## config.mk

```make
export PLATFORM = sky130hd
export DESIGN_NAME = logic_gate_unit
export DESIGN_NICKNAME = d
export VERILOG_FILES = /design/src/rtl/logic_gate_pkg.sv /design/src/rtl/logic_gate_core.sv /design/src/rtl/logic_gate_unit.sv
export SDC_FILE = /design/constraint.sdc
export NUM_CORES = 1
export LEC_CHECK = 0
export CELL_PAD_IN_SITES_DETAIL_PLACEMENT = 1
export CELL_PAD_IN_SITES_GLOBAL_PLACEMENT = 2
export CORE_MARGIN = 1
export CORE_UTILIZATION = 30
export CTS_CLUSTER_DIAMETER = 40
export DETAILED_ROUTE_END_ITERATION = 6
export PLACE_DENSITY = 0.84
export SYNTH_ARGS = -nofsm -noshare
export SYNTH_HDL_FRONTEND = slang
export SYNTH_SLANG_ARGS = --single-unit
export TNS_END_PERCENT = 20
```

## constraint.sdc

```tcl
create_clock -name clk -period 7.6 [get_ports clk]
set_input_delay 1.9 -clock clk [delete_from_list [all_inputs] [get_ports clk]]
set_output_delay 1.9 -clock clk [all_outputs]
set_load 0.005 [all_outputs]
```

## src/rtl/logic_gate_pkg.sv

```systemverilog
// Shared definitions for the bitwise logic unit: op and state encodings plus
// the per-bit base-operation helpers used by the core and the top.
package logic_gate_pkg;

    typedef enum logic [2:0] {
        OP_AND  = 3'd0,
        OP_OR   = 3'd1,
        OP_XOR  = 3'd2,
        OP_NAND = 3'd3,
        OP_NOR  = 3'd4,
        OP_XNOR = 3'd5,
        OP_ILL6 = 3'd6,
        OP_ILL7 = 3'd7
    } op_e;

    typedef enum logic [0:0] {
        ST_IDLE  = 1'b0,
        ST_ACCUM = 1'b1
    } state_e;

    // Inverting ops share their base with the plain ones; illegal codes yield 0.
    function automatic logic base_op(input logic [2:0] op, input logic x, input logic y);
        logic r;
        case (op)
            OP_AND, OP_NAND: r = x & y;
            OP_OR,  OP_NOR:  r = x | y;
            OP_XOR, OP_XNOR: r = x ^ y;
            default:         r = 1'b0;
        endcase
        return r;
    endfunction

    function automatic logic op_inv(input logic [2:0] op);
        return (op == OP_NAND) || (op == OP_NOR) || (op == OP_XNOR);
    endfunction

    function automatic logic op_illegal(input logic [2:0] op);
        return (op == OP_ILL6) || (op == OP_ILL7);
    endfunction

endpackage

```

## src/rtl/logic_gate_core.sv

```systemverilog
// Combinational slice: bitwise base op of two words, optional output inversion,
// and reduction of the (possibly inverted) result by the same base op.
module logic_gate_core
    import logic_gate_pkg::*;
#(
    parameter int WIDTH = 8
) (
    input  logic [2:0]       op_i,
    input  logic [WIDTH-1:0] x_i,
    input  logic [WIDTH-1:0] y_i,
    output logic [WIDTH-1:0] base_o,
    output logic [WIDTH-1:0] res_o,
    output logic             red_o
);

    // Bitwise base op, then inversion for the NAND/NOR/XNOR family.
    always_comb begin
        base_o = {WIDTH{1'b0}};
        for (int i = 0; i < WIDTH; i++) begin
            base_o[i] = base_op(op_i, x_i[i], y_i[i]);
        end
        if (op_inv(op_i)) begin
            res_o = ~base_o;
        end else begin
            res_o = base_o;
        end
    end

    // Reduction of the emitted word by the base op of the selected operation.
    always_comb begin
        case (op_i)
            OP_AND, OP_NAND: red_o = &res_o;
            OP_OR,  OP_NOR:  red_o = |res_o;
            OP_XOR, OP_XNOR: red_o = ^res_o;
            default:         red_o = 1'b0;
        endcase
    end

endmodule

```

## src/rtl/logic_gate_unit.sv

```systemverilog
// Registered two-operand bitwise logic unit with valid/ready handshakes and an
// optional accumulate mode that folds a multi-beat frame into one result.
module logic_gate_unit
    import logic_gate_pkg::*;
#(
    parameter int WIDTH = 8,
    parameter int CNT_W = 8
) (
    input  logic             clk,
    input  logic             reset_n,
    input  logic             in_valid,
    output logic             in_ready,
    input  logic [WIDTH-1:0] A,
    input  logic [WIDTH-1:0] B,
    input  logic [2:0]       op,
    input  logic             acc_mode,
    input  logic             in_last,
    output logic             out_valid,
    input  logic             out_ready,
    output logic [WIDTH-1:0] O,
    output logic             O_red,
    output logic [CNT_W-1:0] beat_cnt,
    output logic             op_err
);

    localparam logic [CNT_W-1:0] CNT_ONE = CNT_W'(1'b1);
    localparam logic [CNT_W-1:0] CNT_MAX = {CNT_W{1'b1}};

    state_e           state_q,     state_d;
    logic [2:0]       op_q,        op_d;
    logic [WIDTH-1:0] acc_q,       acc_d;
    logic [CNT_W-1:0] cnt_q,       cnt_d;
    logic             err_q,       err_d;
    logic             out_valid_q, out_valid_d;
    logic [WIDTH-1:0] o_q,         o_d;
    logic             o_red_q,     o_red_d;
    logic [CNT_W-1:0] beat_cnt_q,  beat_cnt_d;
    logic             op_err_q,    op_err_d;

    logic [2:0]       eff_op_s;
    logic [CNT_W-1:0] cnt_inc_s;
    logic             accept_s;
    logic [WIDTH-1:0] beat_base_s,  beat_res_s;
    logic [WIDTH-1:0] frame_base_s, frame_res_s;
    logic             beat_red_s,   frame_red_s;

    assign in_ready  = !out_valid_q || out_ready;
    assign accept_s  = in_valid && in_ready;
    assign out_valid = out_valid_q;
    assign O         = o_q;
    assign O_red     = o_red_q;
    assign beat_cnt  = beat_cnt_q;
    assign op_err    = op_err_q;

    // Later beats of a frame follow the op latched on its first beat.
    always_comb begin
        if (state_q == ST_ACCUM) begin
            eff_op_s = op_q;
        end else begin
            eff_op_s = op;
        end
    end

    // Saturating beat count increment.
    always_comb begin
        if (cnt_q == CNT_MAX) begin
            cnt_inc_s = cnt_q;
        end else begin
            cnt_inc_s = cnt_q + CNT_ONE;
        end
    end

    // Operand path: b(A,B), plus the result a single-beat frame emits.
    logic_gate_core #(.WIDTH(WIDTH)) u_beat_core (
        .op_i   (eff_op_s),
        .x_i    (A),
        .y_i    (B),
        .base_o (beat_base_s),
        .res_o  (beat_res_s),
        .red_o  (beat_red_s)
    );

    // Accumulate path: b(acc, b(A,B)); inversion only ever reaches the output.
    logic_gate_core #(.WIDTH(WIDTH)) u_frame_core (
        .op_i   (eff_op_s),
        .x_i    (acc_q),
        .y_i    (beat_base_s),
        .base_o (frame_base_s),
        .res_o  (frame_res_s),
        .red_o  (frame_red_s)
    );

    // Next-state, accumulator and output-register update.
    always_comb begin
        state_d    = state_q;
        op_d       = op_q;
        acc_d      = acc_q;
        cnt_d      = cnt_q;
        err_d      = err_q;
        o_d        = o_q;
        o_red_d    = o_red_q;
        beat_cnt_d = beat_cnt_q;
        op_err_d   = op_err_q;
        if (out_valid_q && out_ready) begin
            out_valid_d = 1'b0;
        end else begin
            out_valid_d = out_valid_q;
        end

        if (accept_s) begin
            case (state_q)
                ST_IDLE: begin
                    op_d  = op;
                    err_d = op_illegal(op);
                    acc_d = beat_base_s;
                    cnt_d = CNT_ONE;
                    if (acc_mode && !in_last) begin
                        state_d = ST_ACCUM;
                    end else begin
                        state_d     = ST_IDLE;
                        out_valid_d = 1'b1;
                        o_d         = beat_res_s;
                        o_red_d     = beat_red_s;
                        beat_cnt_d  = CNT_ONE;
                        op_err_d    = op_illegal(op);
                    end
                end
                ST_ACCUM: begin
                    acc_d = frame_base_s;
                    cnt_d = cnt_inc_s;
                    if (in_last) begin
                        state_d     = ST_IDLE;
                        out_valid_d = 1'b1;
                        o_d         = frame_res_s;
                        o_red_d     = frame_red_s;
                        beat_cnt_d  = cnt_inc_s;
                        op_err_d    = err_q;
                    end else begin
                        state_d = ST_ACCUM;
                    end
                end
                default: begin
                    state_d = ST_IDLE;
                end
            endcase
        end else begin
            state_d = state_q;
        end
    end

    // FSM state register.
    always_ff @(posedge clk or negedge reset_n) begin
        if (!reset_n) begin
            state_q <= ST_IDLE;
        end else begin
            state_q <= state_d;
        end
    end

    // Frame context and output registers.
    always_ff @(posedge clk or negedge reset_n) begin
        if (!reset_n) begin
            op_q        <= 3'd0;
            acc_q       <= {WIDTH{1'b0}};
            cnt_q       <= {CNT_W{1'b0}};
            err_q       <= 1'b0;
            out_valid_q <= 1'b0;
            o_q         <= {WIDTH{1'b0}};
            o_red_q     <= 1'b0;
            beat_cnt_q  <= {CNT_W{1'b0}};
            op_err_q    <= 1'b0;
        end else begin
            op_q        <= op_d;
            acc_q       <= acc_d;
            cnt_q       <= cnt_d;
            err_q       <= err_d;
            out_valid_q <= out_valid_d;
            o_q         <= o_d;
            o_red_q     <= o_red_d;
            beat_cnt_q  <= beat_cnt_d;
            op_err_q    <= op_err_d;
        end
    end

endmodule
```

==> results of run 1 <==
-- cells in the mapped netlist (3+ instances only) --
| master | count |
|---|---|
| nand3_1 | 13 |
| dfrtp_1 | 40 |
| nand2_1 | 70 |
| inv_1 | 43 |
| nor3_1 | 10 |
| mux2i_1 | 6 |
| buf_2 | 13 |
| buf_1 | 5 |
| o31ai_1 | 5 |
| o22ai_1 | 7 |
| a22oi_1 | 15 |
| o221ai_1 | 10 |
| a221oi_1 | 7 |
| xor2_1 | 8 |
| mux2_2 | 4 |
| a21oi_1 | 51 |
| a22o_1 | 3 |
| xnor2_1 | 8 |
| nand2b_1 | 4 |
| o21ai_0 | 53 |
| o211ai_1 | 6 |
| clkbuf_1 | 16 |
| ha_1 | 37 |
| nor2_1 | 62 |
| a31oi_1 | 4 |
-- cell type report --
type | instances | area, um2 | area share, %
Clock buffer | 6 | 129 | 2.66
Clock inverter | 2 | 35.0 | 0.724
Inverter | 43 | 161 | 3.34
Multi-Input combinational cell | 431 | 2790 | 57.7
Sequential cell | 40 | 1000 | 20.7
Tap cell | 176 | 220 | 4.55
Timing Repair Buffer | 53 | 503 | 10.4
-- worst max-delay path by stage --
stage	depth (start not counted)	to	startpoint	slack [ps]
2_1_floorplan	20	O_red	op[0]	2220
3_3_place_gp	18	O_red	op[1]	1230
3_5_place_dp	18	O_red	op[1]	940
4_1_cts	18	O_red	op[1]	1220
5_1_grt	19	O_red	op[1]	870
6_report	18	O_red	op[1]	1220
-- per-stage QoR --
step | util (%) | cell area, um2 | power (mW) | cells | hold slack [ps]
final | 36.3 | 4840 | 1.82 | 751 | 475
after global routing | 36.3 | 4840 | 1.96 | 751 | 516
after CTS | 36.3 | 4840 | 1.82 | 751 | 484
after detailed placement | 35.0 | 4680 | 1.57 | 743 | 470
after global placement | 35.0 | 4680 | 1.52 | 743 | 463
after floorplan | - | 4120 | 1.19 | 551 | 473
-- worst max-delay path, cell delays in order --
cell,delay (ps)
clkdlybuf4s50_1,540
mux2i_4,200
xnor2_2,690
a221oi_1,160
o22ai_1,370
inv_1,90
ha_1,300
a221oi_1,320
o22ai_1,200
mux2i_1,150
o221ai_1,330
inv_1,90
ha_1,290
xor2_1,180
xnor2_1,250
xnor2_1,150
a21oi_1,110
a221oi_2,240
-- registers in the layout, summed over array words and instances, names as in the netlist --
name and cells:
O 8, acc_q 8, beat_cnt 8, cnt_q 8, op_q 3, O_red 1
err_q 1, op_err 1, out_valid 1, state_q 1
-- report_power, final --
group / total, mW / internal [mW] / switching, mW / leakage (nW)
sequential: 0.341 / 0.280 / 0.0606 / 0.517
combinational: 1.24 / 0.496 / 0.745 / 1.49
clock: 0.239 / 0.154 / 0.0841 / 0.0808
total: 1.82 / 0.931 / 0.889 / 2.09
-- cell usage in the layout, fill, tap and decap left out, drive strengths merged, types with 7 or more instances in the layout --
cell and instances:
o221ai 11, dfrtp 40, nor3 10, mux2i 9, xnor2 9, a221oi 9
xor2 8, nand2 70, o22ai 7, inv 43, nand3 13, a21oi 52
o21ai 54, ha 37, a22oi 15, buf 10, clkdlybuf4s50 43, nor2 62
-- cells by family after synthesis --
family,share of synthesized area (%)
and+or+nand+nor,17.5
buffers and inverters,8.13
xor gates and xnor gates,4.34
adders and majority gates,11.2
DFF,24.3
muxes,3.98
AOI/OAI and AO/OA,30.6
-- metal layers --
layer  part of all wire [%]  global-route usage (%)  vias to the layer above
met3                    3.4                    1.82                       33
met4                    4.2                    9.34                        0
met1                     44                    25.1                     2047
met2                     48                    35.5                       88
met5                      0                       0                        -
li1                       -                       -                     2005
==> results.md, run 1 <==
* R2R depth at 18
* Largest net degree at the start of global routing at 42
* Post-synth EDFFs at 0
* CTS Buf Count at 5
* Cell count of the worst hold path at 2
* Leakage at 2.09 nW
* Num ports at 45
* Async set or reset register ratio after synthesis at 100%
* Vias in the first global route at 4472
* GRT Util Overall at 20.3%
* RSZ-0062 raised after global routing: false
* Clk sinks at 40
* Routability cong. at 0.854
* Final #Nets at 636
* Critical path endpoint category: register
* Vias per Instance at 5.56
* Top cell type's share of synthesized area at 24.3%
* Leading area contributor after synthesis: dfrtp_1
* Fill count at 1652
* Max VDD drop at 0.118 mV
* Antenna viol nets, final at 0
* Post_cts resized at 0
* Min Tclk post-route at 6380 ps
* Starting density of the core at 30.9%
* Pre-Repair DR Iteration Count at 4
* Synth Warn # at 0
* Remaining DRCs at 0
* Setup violators final at 0
* Hold path start: O[4]
* Worst setup margin at 1220 ps
* Antenna violations before repair at 0
* Htree depth at 2
* CTS tree: done
* Worst Path Max Fanout at 17
* Type of the worst min-delay path: reg2reg
* Site Rows at 42
* Worst R2R Start: state_q
* Detailed Place HPWL at 10.1 mm
* Core Region at 13300 um2
* Setup repair bufs after CTS at 0
* Layout cells sized above 1 at 6.26%
* Synthesized area at 4120 um2
* Syn Nets at 613
* Post-synthesis cell type count at 63
* Layout Area Growth over Synthesis at 17.4%
* Status: finished, final reports clean
* Synth Instances at 551
* Sequential share of the synthesized area at 24.3%
* Final Cycle Share at 83.9%
* Crit start category: primary input
* Post-CTS Hold Buffers at 0
* Reg2Reg Setup Slack at 2530 ps
* CP Class: in2reg
* Die H at 119 um
* Max Freq at 157 MHz
* Clock-pin slew on the worst setup and hold paths at 60 ps
* Power per cell area at 376 nW/um2
* Largest cells by area after synthesis: dfrtp_1, ha_1, o21ai_0
* Clk root buf: clkbuf_16
* PortBufs at 44
* Maxcap violations at 0
* Avg Cell Area, Syn at 7.48 um2
* Setup_tns at 0 ps
* Global-route wire length before repair at 23.2 mm
* DIE AREA at 14200 um2
* Average routed wire per standard cell at 18.8 um
* Dpl ws at 938 ps
* Hold Violations, Final at 0
* Required time of the critical path at 7790 ps
* WHS Endpoint: O[4]
* Worst r2r dst: O_red
* Critical Path AT at 6570 ps
* Final Max Tran Viols at 0
* DR vias at 4173
* Clk_lat worst skew at 280 ps
* Max_slew headroom at 37.6%
* Clock skew at 5.96 ps
* Synth Flop Type: dfrtp_1
* Die width at 119 um
* Longest Clk Path Bufs at 2
* DRT iter0 DRCs at 251
* Grt ovf at 0
* Synth Register Bits at 40
* DRT Wirelength at 14.1 mm
* N_diodes at 0
* Worst-Margin Slew at 936 ps
Power figures use the tool's default switching activity.
==> run 2, diff against run 1 <==
Settings changed: PLACE_DENSITY 0.84 to 0.87.
Clock period 7.6 ns to 5.2 ns, I/O delays scaled along.
==> results.md, run 2 (synthesis gave the netlist of run 1 again) <==
* Setup repair bufs after CTS at 0 (unchanged)
* Core Region at 13300 um2 (unchanged)
* Longest Clk Path Bufs at 2 (unchanged)
* Register share of total power at 17.2% (was 18.7%)
* Type of the worst min-delay path: reg2reg (unchanged)
* Routability cong. at 0.909 (was 0.854)
* DR vias at 4410 (was 4173)
* N_diodes at 0 (unchanged)
* Switching Share at 47.4% (was 48.9%)
* Critical Path AT at 5140 ps (was 6570 ps)
* GRT Util Overall at 21.5% (was 20.3%)
* Maxcap violations at 0 (unchanged)
* Min Tclk post-route at 4940 ps
* Final Cycle Share at 95.1%
* Detailed Place HPWL at 11.2 mm (was 10.1 mm)
* Required time of the critical path at 5400 ps (was 7790 ps)
* Antenna viol nets, final at 0 (unchanged)
* Site Rows at 42 (unchanged)
* PortBufs at 44 (unchanged)
* Leakage at 2.28 nW (was 2.09 nW)
* Combinational share of power at 70.0% (was 68.2%)
* Final Max Tran Viols at 0 (unchanged)
* Pre-Repair DR Iteration Count at 4 (unchanged)
* Sw power at 1.37 mW (was 0.889 mW)
* Multi-input logic area at 2800 um2 (was 2790 um2)
* CTS tree: done (unchanged)
* Max stage delay cell, worst path: clkdlybuf4s50_1 (was xnor2_2)
* Global-route wire length before repair at 24.1 mm (was 23.2 mm)
* Layout Area Growth over Synthesis at 25.2% (was 17.4%)
* Average routed wire per standard cell at 18.8 um (about the same)
* Max VDD drop at 0.191 mV (was 0.118 mV)
* RSZ-0062 raised after global routing: false (unchanged)
* Htree depth at 2 (unchanged)
* Clk pwr share at 12.9% (was 13.1%)
* Pint at 1.52 mW (was 0.931 mW)
* Setup_tns at 0 ps (unchanged)
* Remaining DRCs at 0 (unchanged)
* Max_slew headroom at 30.3% (was 37.6%)
* Clk_lat worst skew at 290 ps (was 280 ps)
* Clock skew at 9.58 ps (was 5.96 ps)
* Layout Cells excl Fill at 792 (was 751)
* Starting density of the core at 30.9% (unchanged)
* Num ports at 45 (unchanged)
* DRT iter0 DRCs at 302 (was 251)
* Dpl cells at 784 (was 743)
* Layout cells sized above 1 at 13.0% (was 6.26%)
* Worst-Margin Slew at 1040 ps (was 936 ps)
* Clock-pin slew on the worst setup and hold paths at 70 ps (was 60 ps)
* Sequential Area at 1000 um2 (unchanged)
* Status: finished, final reports clean (unchanged)
* Vias in the first global route at 4584 (was 4472)
* Critical path endpoint category: register (unchanged)
* Slowest cell delay on critical path at 460 ps (was 690 ps)
* Die H at 119 um (unchanged)
* Final #Nets at 677 (was 636)
* DRT Wirelength at 14.9 mm (was 14.1 mm)
* Cell repeated most along the worst path: buf_4
* Grt ovf at 0 (unchanged)
* Most common cell after layout, fill and taps aside: nand2_1 (unchanged)
* Largest net degree at the start of global routing at 41 (was 42)
* Fill count at 1669 (was 1652)
* Hold Violations, Final at 0 (unchanged)
* DIE AREA at 14200 um2 (unchanged)
* Die width at 119 um (unchanged)
* Power per cell area at 560 nW/um2 (was 376 nW/um2)
* Vias per Instance at 5.57 (was 5.56)
* CP Class: in2reg (unchanged)
* Clk sinks at 40 (unchanged)
* Max Freq at 202 MHz
* Setup violators final at 0 (unchanged)
* Fin Hold WS at 480 ps (was 475 ps)
* CP cell instances: clkdlybuf4s50_1 -> buf_4 -> mux2i_4 -> xnor2_2 -> buf_4 -> a22oi_1 -> o221a_1 -> ha_1 -> inv_1 -> mux2i_1 -> a22oi_1 -> o221ai_1 -> buf_4 -> or3_1 -> o31ai_1 -> a21oi_1 -> a221oi_2 (was clkdlybuf4s50_1 -> mux2i_4 -> xnor2_2 -> a221oi_1 -> o22ai_1 -> inv_1 -> ha_1 -> a221oi_1 -> o22ai_1 -> mux2i_1 -> o221ai_1 -> inv_1 -> ha_1 -> xor2_1 -> xnor2_1 -> xnor2_1 -> a21oi_1 -> a221oi_2)
* Antenna violations before repair at 0 (unchanged)
* Clk root buf: clkbuf_16 (unchanged)
* Worst Path Max Fanout at 13 (was 17)
* Crit start category: primary input (unchanged)
* Commonest non-fill, non-tap cells in the layout: nand2_1, nor2_1, o21ai_0, a21oi_1, buf_4 (was nand2_1, nor2_1, o21ai_0, a21oi_1)
* CTS Buf Count at 5 (unchanged)
## run 2: final timing paths
kind / from / endpoint / slack (ps) / cells after the start
hold reg to reg: beat_cnt[7] / beat_cnt[7] / 480 / 2
max in group asynchronous: reset_n / acc_q[1] / 3430 / 1
setup reg to reg: state_q / O_red / 760 / 17
hold / removal: beat_cnt[7] / beat_cnt[7] / 480 / 2
setup / recovery: op[0] / O_red / 260 / 17
min in group asynchronous: reset_n / op_q[2] / 1170 / 1
## run 2: stage by stage
stage	util (%)	cell area, um2	total power [mW]	setup slack, ps
3_5_place_dp	37.3	4980	2.49	-50.1
5_1_grt	38.7	5160	3.10	26.1
3_3_place_gp	37.3	4980	2.41	136
2_1_floorplan	-	4120	1.74	419
4_1_cts	38.6	5150	2.88	218
6_report	38.7	5160	2.89	256
## run 2: repair_timing
action,4_1_cts,5_1_grt
hold endpoints to repair,0,0
hold buffers,0,0
endpoints found under the setup margin,0,1
gates resized for setup,0,3
## run 2: per-layer routing
metal  global-route usage (%)  vias to the layer above  wire (um)
met5                        0                        -          0
met3                     2.78                       25        659
met2                     37.9                      108       7330
met1                     26.6                     2187       6480
met4                     7.59                        0        414
li1                         -                     2090          -
## run 2: power groups by stage
stage | logic, mW | registers, mW | clock network [mW]
detailed placement | 1.99 | 0.504 | 0
global route | 2.20 | 0.512 | 0.389
CTS | 2.01 | 0.498 | 0.378
global placement | 1.91 | 0.497 | 0
floorplan | 1.26 | 0.479 | 0
finish | 2.02 | 0.496 | 0.372
## run 2: worst max-delay path, delay by kind of cell
kind                     cells  cell delay, ps
buffers and inverters        5            1260
AND/OR/NAND/NOR              1             330
AO/OA/AOI/OAI                7            1500
XOR/XNOR                     1             180
multiplexers                 2             330
adder cells (fa/ha/maj)      1             250
## run 2: area by class of cell
type	instances	area share (%)
multi-input combinational	431	54.2
sequential	40	19.4
timing repair buffer	94	15.7
tap	176	4.27
inverter	43	3.13
clock buffer	5	2.42
clock inverter	3	0.897
==> run 3, diff against run 2 <==
Settings changed: PLACE_DENSITY 0.87 to 0.84, SYNTH_HIERARCHICAL set to 1.
==> results.md, run 3 <==
* Final #Nets at 660 (was 677)
* Placed Area at 5160 um2 (was 4980 um2)
* Clk root buf: clkbuf_16 (unchanged)
* Setup violators final at 0 (unchanged)
* Cell repeated most along the worst path: o21ai_1 (was buf_4)
* Clk pwr share at 11.6% (was 12.9%)
* Most frequent cells after synthesis: nand2_1, a21oi_1, dfrtp_1, inv_1, mux2i_1 (was nand2_1, nor2_1, o21ai_0, a21oi_1, inv_1)
* Layout Area Growth over Synthesis at 17.3% (was 25.2%)
* Routability cong. at 0.879 (was 0.909)
* DRT iter0 DRCs at 248 (was 302)
* Register share of total power at 16.0% (was 17.2%)
* Max VDD drop at 0.256 mV (was 0.191 mV)
* Synth Register Bits at 40 (unchanged)
* Fin Hold WS at 487 ps (was 480 ps)
* Pre-Repair DR Iteration Count at 6 (was 4)
* Setup repair bufs after CTS at 0 (unchanged)
* Max Freq at 204 MHz (was 202 MHz)
* Commonest non-fill, non-tap cells in the layout: nand2_1, clkdlybuf4s50_1, dfrtp_1, a21oi_1 (was nand2_1, nor2_1, o21ai_0, a21oi_1, buf_4)
* Core Region at 14600 um2 (was 13300 um2)
* Critical path endpoint category: register (unchanged)
* Leakage at 2.29 nW (was 2.28 nW)
* Post-synthesis cell type count at 59 (was 63)
* DR vias at 4289 (was 4410)
* Die width at 125 um (was 119 um)
* Tot Pwr at 3.19 mW (was 2.89 mW)
* Die H at 125 um (was 119 um)
* Layout cells sized above 1 at 14.3% (was 13.0%)
* Slowest cell delay on critical path at 470 ps (was 460 ps)
* Sequential share of the synthesized area at 22.0% (was 24.3%)
* Crit. Startpoint: op[0] (unchanged)
* Type of the worst min-delay path: reg2reg (unchanged)
* DIE AREA at 15600 um2 (was 14200 um2)
* Top cell type's share of synthesized area at 22.0% (was 24.3%)
* Worst R2R Start: state_q (unchanged)
* Antenna viol nets, final at 0 (unchanged)
* Synth Instances at 565 (was 551)
* Synth Warn # at 6 (was 0)
* Worst Path Max Fanout at 10 (was 13)
* Final Cycle Share at 94.1% (was 95.1%)
* Final Max Tran Viols at 0 (unchanged)
* Critical Path AT at 5030 ps (was 5140 ps)
* Maxcap violations at 0 (unchanged)
* CP Depth at 18 (was 17)
* Average routed wire per standard cell at 17.4 um (was 18.8 um)
* Min Tclk post-route at 4890 ps (was 4940 ps)
* Max stage delay cell, worst path: mux2_1 (was clkdlybuf4s50_1)
* WHS Endpoint: op_q[2] (was beat_cnt[7])
* Most numerous cell in the Yosys netlist: nand2_1 (unchanged)
* Status: finished, final reports clean (unchanged)
* Required time of the critical path at 5340 ps (was 5400 ps)
* Clock-pin slew on the worst setup and hold paths at 70 ps (about the same)
* Combinational share of power at 72.4% (was 70.0%)
* Async set or reset register ratio after synthesis at 100% (unchanged)
* CTS Buf Count at 5 (unchanged)
* RSZ-0062 raised after global routing: false (unchanged)
* Post_cts resized at 0 (unchanged)
* CP cell instances: clkdlybuf4s50_1 -> mux2_1 -> buf_4 -> o21ai_0 -> nand2_1 -> o21ai_1 -> inv_1 -> ha_1 -> mux2i_1 -> nor2_1 -> a21oi_1 -> o21ai_1 -> xnor3_1 -> xnor3_1 -> a21oi_1 -> nand3_1 -> mux2i_1 -> o21ai_1 (was clkdlybuf4s50_1 -> buf_4 -> mux2i_4 -> xnor2_2 -> buf_4 -> a22oi_1 -> o221a_1 -> ha_1 -> inv_1 -> mux2i_1 -> a22oi_1 -> o221ai_1 -> buf_4 -> or3_1 -> o31ai_1 -> a21oi_1 -> a221oi_2)
* CTS tree: done (unchanged)
* DRT Wirelength at 13.7 mm (was 14.9 mm)
* Post-synth EDFFs at 0 (unchanged)
* Num ports at 45 (unchanged)
* Crit start category: primary input (unchanged)
* PortBufs at 44 (unchanged)
* Synthesized area at 4540 um2 (was 4120 um2)
* CP Class: in2reg (unchanged)
* Worst-Margin Slew at 1080 ps (was 1040 ps)
* Clk_lat worst skew at 290 ps (about the same)
* Most common cell after layout, fill and taps aside: nand2_1 (unchanged)
* Power per cell area at 599 nW/um2 (was 560 nW/um2)
* Top delay family on crit path: compound AO/OA/AOI/OAI gates (unchanged)
* Hold Violations, Final at 0 (unchanged)
* GRT Util Overall at 17.8% (was 21.5%)
* Hold path start: op_q[2] (was beat_cnt[7])
* Reg2Reg Setup Slack at 900 ps (was 760 ps)
* Vias per Instance at 5.45 (was 5.57)
* Grt ovf at 0 (unchanged)
* N_diodes at 0 (unchanged)
* Pint at 1.69 mW (was 1.52 mW)
* Setup_tns at 0 ps (unchanged)
* Vias in the first global route at 4487 (was 4584)
* Antenna violations before repair at 0 (unchanged)
* Leading area contributor after synthesis: dfrtp_1 (unchanged)
* Largest net degree at the start of global routing at 41 (unchanged)
* Clk sinks at 40 (unchanged)
* Site Rows at 44 (was 42)
* Switching Share at 47.1% (was 47.4%)
* Detailed Place HPWL at 10.6 mm (was 11.2 mm)
* Avg Cell Area, Syn at 8.04 um2 (was 7.48 um2)
* Syn Nets at 623 (was 613)
* Remaining DRCs at 0 (unchanged)
* Worst Path Buf+Inv at 3 (was 5)
* Post-CTS Hold Buffers at 0 (unchanged)
* Clock skew at 13.4 ps (was 9.58 ps)
* Sw power at 1.51 mW (was 1.37 mW)
* Global-route wire length before repair at 22.9 mm (was 24.1 mm)
* Final Cell Area at 5330 um2 (was 5160 um2)
* Synth Flop Type: dfrtp_1 (unchanged)
* R2R depth at 18 (was 17)
* Cell count of the worst hold path at 1 (was 2)
* Worst r2r dst: O_red (unchanged)
* Htree depth at 2 (unchanged)
* Max_slew headroom at 27.8% (was 30.3%)
* Starting density of the core at 31.0% (was 30.9%)
* Largest cells by area after synthesis: dfrtp_1, ha_1, mux2i_1 (was dfrtp_1, ha_1, o21ai_0)
* Fill count at 1792 (was 1669)
* Longest Clk Path Bufs at 2 (unchanged)
## run 3: cell count changes after synthesis, sizes merged, moves of 11 or more
cell,change
a22oi,-13
buf,+14
clkbuf,-13
mux2i,+29
nor2,-30
nor2b,+11
o211ai,+11
o22ai,+11
## run 3: cell type report
type / count / area [um2] / area share, %
clock buffers: 5 / 125 / 2.35
clock inverters: 3 / 46.3 / 0.869
inverters: 44 / 165 / 3.10
multi-input cells: 443 / 3120 / 58.6
flip-flops and latches: 40 / 1000 / 18.8
well taps: 184 / 230 / 4.32
repair buffers: 68 / 641 / 12.0
## run 3: layer usage
layer  vias to the layer above  part of all wire [%]  track usage, %
li1                       2072                     -               -
met1                      2111                    46            23.1
met2                        83                    49            31.2
met3                        23                   2.5            1.20
met4                         0                   2.5            6.67
met5                         -                     0               0
## run 3: power by group through the flow
stage / clock network [mW] / logic (mW) / registers (mW)
floorplan: 0 / 1.69 / 0.490
global placement: 0 / 2.22 / 0.509
detailed placement: 0 / 2.30 / 0.518
CTS: 0.379 / 2.31 / 0.512
global route: 0.387 / 2.53 / 0.527
finish: 0.369 / 2.31 / 0.511
## run 3: how the worst max path moves through the flow
stage / end / slack [ps]
floorplan: O_red / 810
global route: O_red / 40
global placement: O_red / 140
detailed placement: O_red / 30
CTS: O_red / 310
finish: O_red / 310
## run 3: logic make-up (layout without fill, tap and decap cells)
family	Yosys count	count (layout)	synth area share (%)
xor+xnor	12	12	3.85
compound gates	163	163	23.3
simple gates	190	190	22.3
flops	40	40	22.0
fa+ha+maj	33	33	9.09
mux	45	45	10.1
buf+inv	82	120	9.28
## run 3: per-stage QoR
step,util [%],worst slack (ps),cells
5_1_grt,36.4,36.0,787
4_1_cts,36.4,313,787
3_3_place_gp,35.2,141,779
3_5_place_dp,35.2,33.8,779
2_1_floorplan,-,814,565
6_report,36.4,306,787
